### config.mk
export PLATFORM = sky130hd
export DESIGN_NAME = led_pulse_stretcher
export DESIGN_NICKNAME = d
export VERILOG_FILES = /design/src/rtl/led_pulse_stretcher.sv
export SDC_FILE = /design/constraint.sdc
export NUM_CORES = 1
export LEC_CHECK = 0
export CAP_MARGIN = 5
export CORE_MARGIN = 1
export CORE_UTILIZATION = 25
export CTS_CLUSTER_SIZE = 8
export DETAILED_ROUTE_END_ITERATION = 10
export PLACE_DENSITY_LB_ADDON = 0.3
export SLEW_MARGIN = 25
export SYNTH_ARGS = -nofsm -noshare
export SYNTH_HDL_FRONTEND = slang
export SYNTH_SLANG_ARGS = --single-unit
export TNS_END_PERCENT = 5
### constraint.sdc
create_clock -name clk_in -period 2.2 [get_ports clk_in]
set_clock_uncertainty 0.15 [all_clocks]
set_input_delay 0.33 -clock clk_in [delete_from_list [all_inputs] [get_ports clk_in]]
set_output_delay 0.33 -clock clk_in [all_outputs]
set_load 0.03 [all_outputs]
### src/rtl/led_pulse_stretcher.sv
// LED pulse stretcher: turns one-cycle event strobes into visible flashes.
// Events that arrive mid-flash are queued (saturating) and replayed in turn.
module led_pulse_stretcher #(
  parameter int CLK_PERIOD_NS = 10,
  parameter int ON_TIME_MS    = 50,
  parameter int OFF_TIME_MS   = 50,
  parameter int MAX_PENDING   = 7,
  localparam int ON_CYCLES  = ON_TIME_MS * 1_000_000 / CLK_PERIOD_NS,
  localparam int OFF_CYCLES = OFF_TIME_MS * 1_000_000 / CLK_PERIOD_NS,
  localparam int MAX_CYC    = (ON_CYCLES > OFF_CYCLES) ? ON_CYCLES : OFF_CYCLES,
  localparam int TW         = (MAX_CYC < 1) ? 1 : $clog2(MAX_CYC + 1),
  localparam int PW         = (MAX_PENDING < 1) ? 1 : $clog2(MAX_PENDING + 1)
) (
  input  logic          clk_in,
  input  logic          rst_in,
  input  logic          event_in,
  output logic          led_out,
  output logic          busy_out,
  output logic [PW-1:0] pending_out,
  output logic          overflow_out
);

  if (ON_CYCLES < 1 || OFF_CYCLES < 1 || MAX_PENDING < 1) begin : g_bad_params
    $error("led_pulse_stretcher: ON/OFF cycles and MAX_PENDING must be >= 1");
  end

  localparam logic [TW-1:0] ON_LAST  = TW'(ON_CYCLES - 1);
  localparam logic [TW-1:0] OFF_LAST = TW'(OFF_CYCLES - 1);
  localparam logic [PW-1:0] P_MAX    = PW'(MAX_PENDING);

  typedef enum logic [1:0] {
    S_IDLE,
    S_ON,
    S_OFF
  } state_t;

  state_t        state;
  logic [TW-1:0] timer;
  logic          q_full;

  assign q_full = (pending_out == P_MAX);

  always_ff @(posedge clk_in) begin
    if (rst_in) begin
      state        <= S_IDLE;
      timer        <= '0;
      led_out      <= 1'b0;
      busy_out     <= 1'b0;
      pending_out  <= '0;
      overflow_out <= 1'b0;
    end else begin
      case (state)
        S_IDLE: begin
          timer <= '0;
          if (event_in) begin
            state    <= S_ON;
            led_out  <= 1'b1;
            busy_out <= 1'b1;
          end
        end
        S_ON: begin
          if (event_in) begin
            if (!q_full) pending_out <= pending_out + PW'(1);
            else         overflow_out <= 1'b1;
          end
          if (timer == ON_LAST) begin
            state   <= S_OFF;
            timer   <= '0;
            led_out <= 1'b0;
          end else begin
            timer <= timer + TW'(1);
          end
        end
        S_OFF: begin
          if (timer == OFF_LAST) begin
            timer <= '0;
            // an event on this edge cancels the dequeue (+1 -1)
            if (pending_out != '0) begin
              state   <= S_ON;
              led_out <= 1'b1;
              if (!event_in) pending_out <= pending_out - PW'(1);
            end else if (event_in) begin
              state   <= S_ON;
              led_out <= 1'b1;
            end else begin
              state    <= S_IDLE;
              busy_out <= 1'b0;
            end
          end else begin
            timer <= timer + TW'(1);
            if (event_in) begin
              if (!q_full) pending_out <= pending_out + PW'(1);
              else         overflow_out <= 1'b1;
            end
          end
        end
        default: begin
          state    <= S_IDLE;
          timer    <= '0;
          led_out  <= 1'b0;
          busy_out <= 1'b0;
        end
      endcase
    end
  end

endmodule
# == Yosys cells after proc, flatten, opt, wreduce, memory -nomap -nowiden ==
# Cells that the tools add are included.
# word_totals
register_bits,31
elab_cells,59
out_inout_bits,6
inputBits,3
# op_classes
addsub,3
n_mux,26
bitwise_logic,2
n_eq_ne,12
n_reduce_logical,10
# ops
op,n
23-bit by 1-bit adder with 23-bit output (second input constant),1
23-bit == test (second input constant),1
3-bit 2-to-1 mux,5
1-bit 2-to-1 mux,13
2-bit != test (second input constant),6
2-bit 2-to-1 mux,3
3-bit != test (second input constant),2
1-bit one-hot mux with 3 select lines,2
2-bit one-hot mux with 3 select lines,1
3-bit one-hot mux with 2 select lines,1
3-bit AND reduction,2
5-bit AND reduction,1
2-bit AND reduction,2
3-bit by 1-bit adder with 3-bit output (second input constant),1
3-bit == test (second input constant),1
3-bit nonzero test,1
3-bit OR reduction,1
3-bit by 1-bit subtractor with 3-bit output (second input constant),1
2-bit by 1-bit == test with 1-bit output (second input constant),1
2-bit == test (second input constant),1
2-bit logical NOT,1
1-bit NOT,2
1-bit one-hot mux with 2 select lines,1
2-bit nonzero test,1
2-bit OR reduction,1

# == Logic depth before layout (Yosys ltp) ==
# depth
ltp_word,5
ltp_mapped,8
ltp_nobuf,7

# == Worst setup path before layout ==
# OpenSTA, ideal clock, no wires.
# synth_timing
kind,reg-to-reg
startpoint,register timer[10]
endpoint,register busy_out
setup_time_ps,72
stages_incl_launch_ff,6
t_required_ps,1978
t_arrival_ps,1763
path_slack_ps,216
synth_period_minus_slack_ps,1984
path_buffers,0
path_cell_list,dfxtp_1 -> or4_4 -> nor3_2 -> nand2_2 -> a2111oi_2 -> mux2i_1
# synth_via
elab_chain_len,3
# synth_lines
item,line,text
start: declaration,38,logic [TW-1:0] timer;
start signal: assignment,71,timer <= timer + TW'(1);
start signal: assignment,90,timer <= timer + TW'(1);
23-bit == test,75,if (timer == OFF_LAST) begin
2-bit != test (no source line),--,
5-bit AND reduction (no source line),--,
end signal: assignment,58,busy_out <= 1'b1;
end signal: assignment,87,busy_out <= 1'b0;
end signal: assignment,101,busy_out <= 1'b0;
end: declaration,18,"output logic busy_out,"
# No other way between the ends.
# A chain may end at the register's enable or synchronous reset.

# == Worst setup path after layout ==
# layout_timing
startpoint,register timer[10]
endpoint,register state[1]
# layout_via
elab_chain_len,3
word_cells_on_any_way,4
cone_classes,eq/ne: 3; reduce/logical: 1
# layout_lines
item,line,text
23-bit == test (*),"66, 75",
2-bit != test (no source line),--,
3-bit AND reduction (no source line) (*),--,
end signal: assignment,67,state <= S_OFF;
end signal: assignment,79,state <= S_ON;
end signal: assignment,83,state <= S_ON;
end: declaration,37,state_t state;
# Every way passes the cells marked *; elsewhere a longest branch is shown, timed or not.

==> metrics <==
cts bufs inserted=5; final period utilization=0.9701; Critical Path RT=approximately 2200 ps; CTS tree=yes; Clk Latency, worst-skew pair=just under 300 ps; ys flop type=dfxtp_1; Cell Rows=29; Synth Area in Simple Gates=0.3058; Post-synth EDFFs=0; Seq/Total Area, Yosys=0.3763; Worst-Margin Slew=395.9 ps; total gr overflow=0; min Tclk post-route=2134 ps; most frequent cells in the layout=36 x nor2_1, 31 x dfxtp_1, 16 x xor2_1; Pleak=approximately 0.70 nW; max_cap viols=0; Post-Syn Instances=between 150 and 200; DRT met1 WL=~1.6 mm; PwrDens=699.0 nW/µm²; drt pass-1 iters=4; Crit path arrival time=between 2000 and 2500 ps; initial DRC count=37; element type at the critical path end=register; post-synthesis mux area share=0.01973; VDD IR-drop max=0.2912 mV; DR WL met3=roughly 180 µm; Fillers=roughly 670; flops & latches, synth=31; Comb pwr share=0.231; syn nets=between 150 and 200; HP Class=register to register; wire per inst=11.19 µm; met2 wire len=~1.4 mm; Synth Area in Compound Gates=0.08498; sw power=between 0.0004 and 0.0005 W; # setup viols final=0; vias per cell=4.703; clk sink count=31; Distinct cells, synth=44; HPWL Detailed=~2.3 mm; Root Driver=clkbuf_8; Crit Path Category=register to register; Clock power frac=0.322; Initial Utilization=0.2597; top-area cell type share of the netlist area=0.3763; hold slack final=297.2 ps; Synth area leaders=dfxtp_1 38%, xor2_1 8.5%, nor2_1 8.2%, ha_1 6.1%, and3_1 3.0%; I/O pins=9; via count=1331; biggest area consumer among synthesized cells=dfxtp_1; Die Height=between 80 and 90 µm; Hold-fix buffers, CTS=0; clock transition at the registers of the reported paths=~70 ps; GRT Util Overall=0.1020; critical path startpoint category=register; Final Hold Fails=0; Max Slew Vio Count=0; P&R area growth vs syn=18.89%; die area=~6900 µm²; Final #Nets=216; status=completed; initial antenna violation count=0; clock buffer depth=2; ant diodes=0; asr flop ratio synth=0; crit-path max FO=7; die width=around 83 µm; Yosys warning count=0; antenna viol nets, final=0; Core ar.=between 6000 and 7000 µm²; layout cells sized above 1=0.1311; top sig layer=met4; FMAX=roughly 0.47 GHz; first-pass GRT wire length=roughly 5.8 mm; routed wire length=~3.2 mm; largest family of logic cells by synthesized area=simple AND/OR/NAND/NOR gates; Cell Area, Synth=approximately 1600 µm²; Post-Synth Adder-Cell Area=0.06070; drc violations=0; routability cong.=slightly above 0.8; P_int=0.0009517 W; fin util=0.3088; Reg area=just over 600 µm²; multi-input logic area=slightly below 1000 µm²; xor-xnor portion of the synthesized cell area=0.1115; Sequential Power Share=0.446; sw frac=0.3056; largest net degree at the start of global routing=24; commonest non-fill, non-tap cell in the layout=nor2_1; headroom to the max-slew limit=0.7341; vias in the first global route=1270; Post-Syn Area per Cell=8.772 µm²; H-tree levels=2; port bufs=8
[worst max-delay path, stage by stage, from the launching register on]
cell and delay, ps:
dfxtp_1 350, or4_4 570, nor3_4 190, nand2_2 130, or4b_1 530, o31ai_1 100
[logic make-up after synthesis]
kind of cell	after synthesis
buffers and inverters	13
muxes	3
AOI/OAI and AO/OA	19
DFF	31
and+or+nand+nor	93
adders and majority gates	8
xor gates and xnor gates	21
[registers in the layout, indices dropped and copies added (netlist names)]
name,cells
busy_out,1
led_out,1
overflow_out,1
pending_out,3
state,2
timer,23
[layer usage]
layer | vias up | global-route usage
li1 | 679 | -
met1 | 621 | 0.1284
met2 | 27 | 0.1580
met3 | 4 | 0.04473
met4 | 0 | 0.02821
met5 | - | 0
[cell type report]
class / count / share of cell area
Clock buffer: 6 / 0.03701
Clock inverter: 2 / 0.006382
Inverter: 7 / 0.01340
Multi-Input combinational cell: 144 / 0.4997
Sequential cell: 31 / 0.3165
Tap cell: 77 / 0.04914
Timing Repair Buffer: 16 / 0.07786
[power by group through the flow]
stage | sequential [W] | combinational, W | clock (W)
detailed placement | 0.000625 | 0.000309 | 0
global placement | 0.000624 | 0.000311 | 0
global route | 0.000617 | 0.000350 | 0.000487
CTS | 0.000612 | 0.000312 | 0.000459
finish | 0.000612 | 0.000317 | 0.000442
floorplan | 0.000657 | 0.000195 | 0
[Yosys cell counts, types with 3 or more instances]
cell type	instances
nor3_1	3
xor2_1	16
nand2b_1	3
nor2_1	36
nand4_1	7
and3_1	8
ha_1	8
inv_1	7
dfxtp_1	31
nand2_1	10
nand3_1	9
xnor2_1	5
a21oi_1	4
[repair_timing]
item	4_1_cts	5_1_grt
buffers inserted	0	1
endpoints found under the setup margin	0	3
hold endpoints to repair	0	0
gates resized for setup	0	2
[metrics by stage]
stage / setup TNS [ps] / setup WS, ps / std cells / instance area, µm² / power [W]
3_3_place_gp: 0 / 129.4 / 274 / 1849 / 0.0009353
2_1_floorplan: 0 / 215.5 / 188 / 1649 / 0.0008523
3_5_place_dp: 0 / 98.33 / 274 / 1849 / 0.0009338
4_1_cts: 0 / 68.79 / 282 / 1934 / 0.001383
5_1_grt: -6.292 / -6.292 / 283 / 1961 / 0.001453
6_report: 0 / 65.75 / 283 / 1961 / 0.001371
[worst paths after layout]
path	from	to	slack [ps]	depth (start not counted)
worst max register to register	timer[10]	state[1]	70	5
worst min-delay path	timer[0]	timer[0]	300	1
worst max-delay path	timer[10]	state[1]	70	5
worst min register to register	timer[0]	timer[0]	300	1
Note: power is estimated with default switching activity, not from simulation.
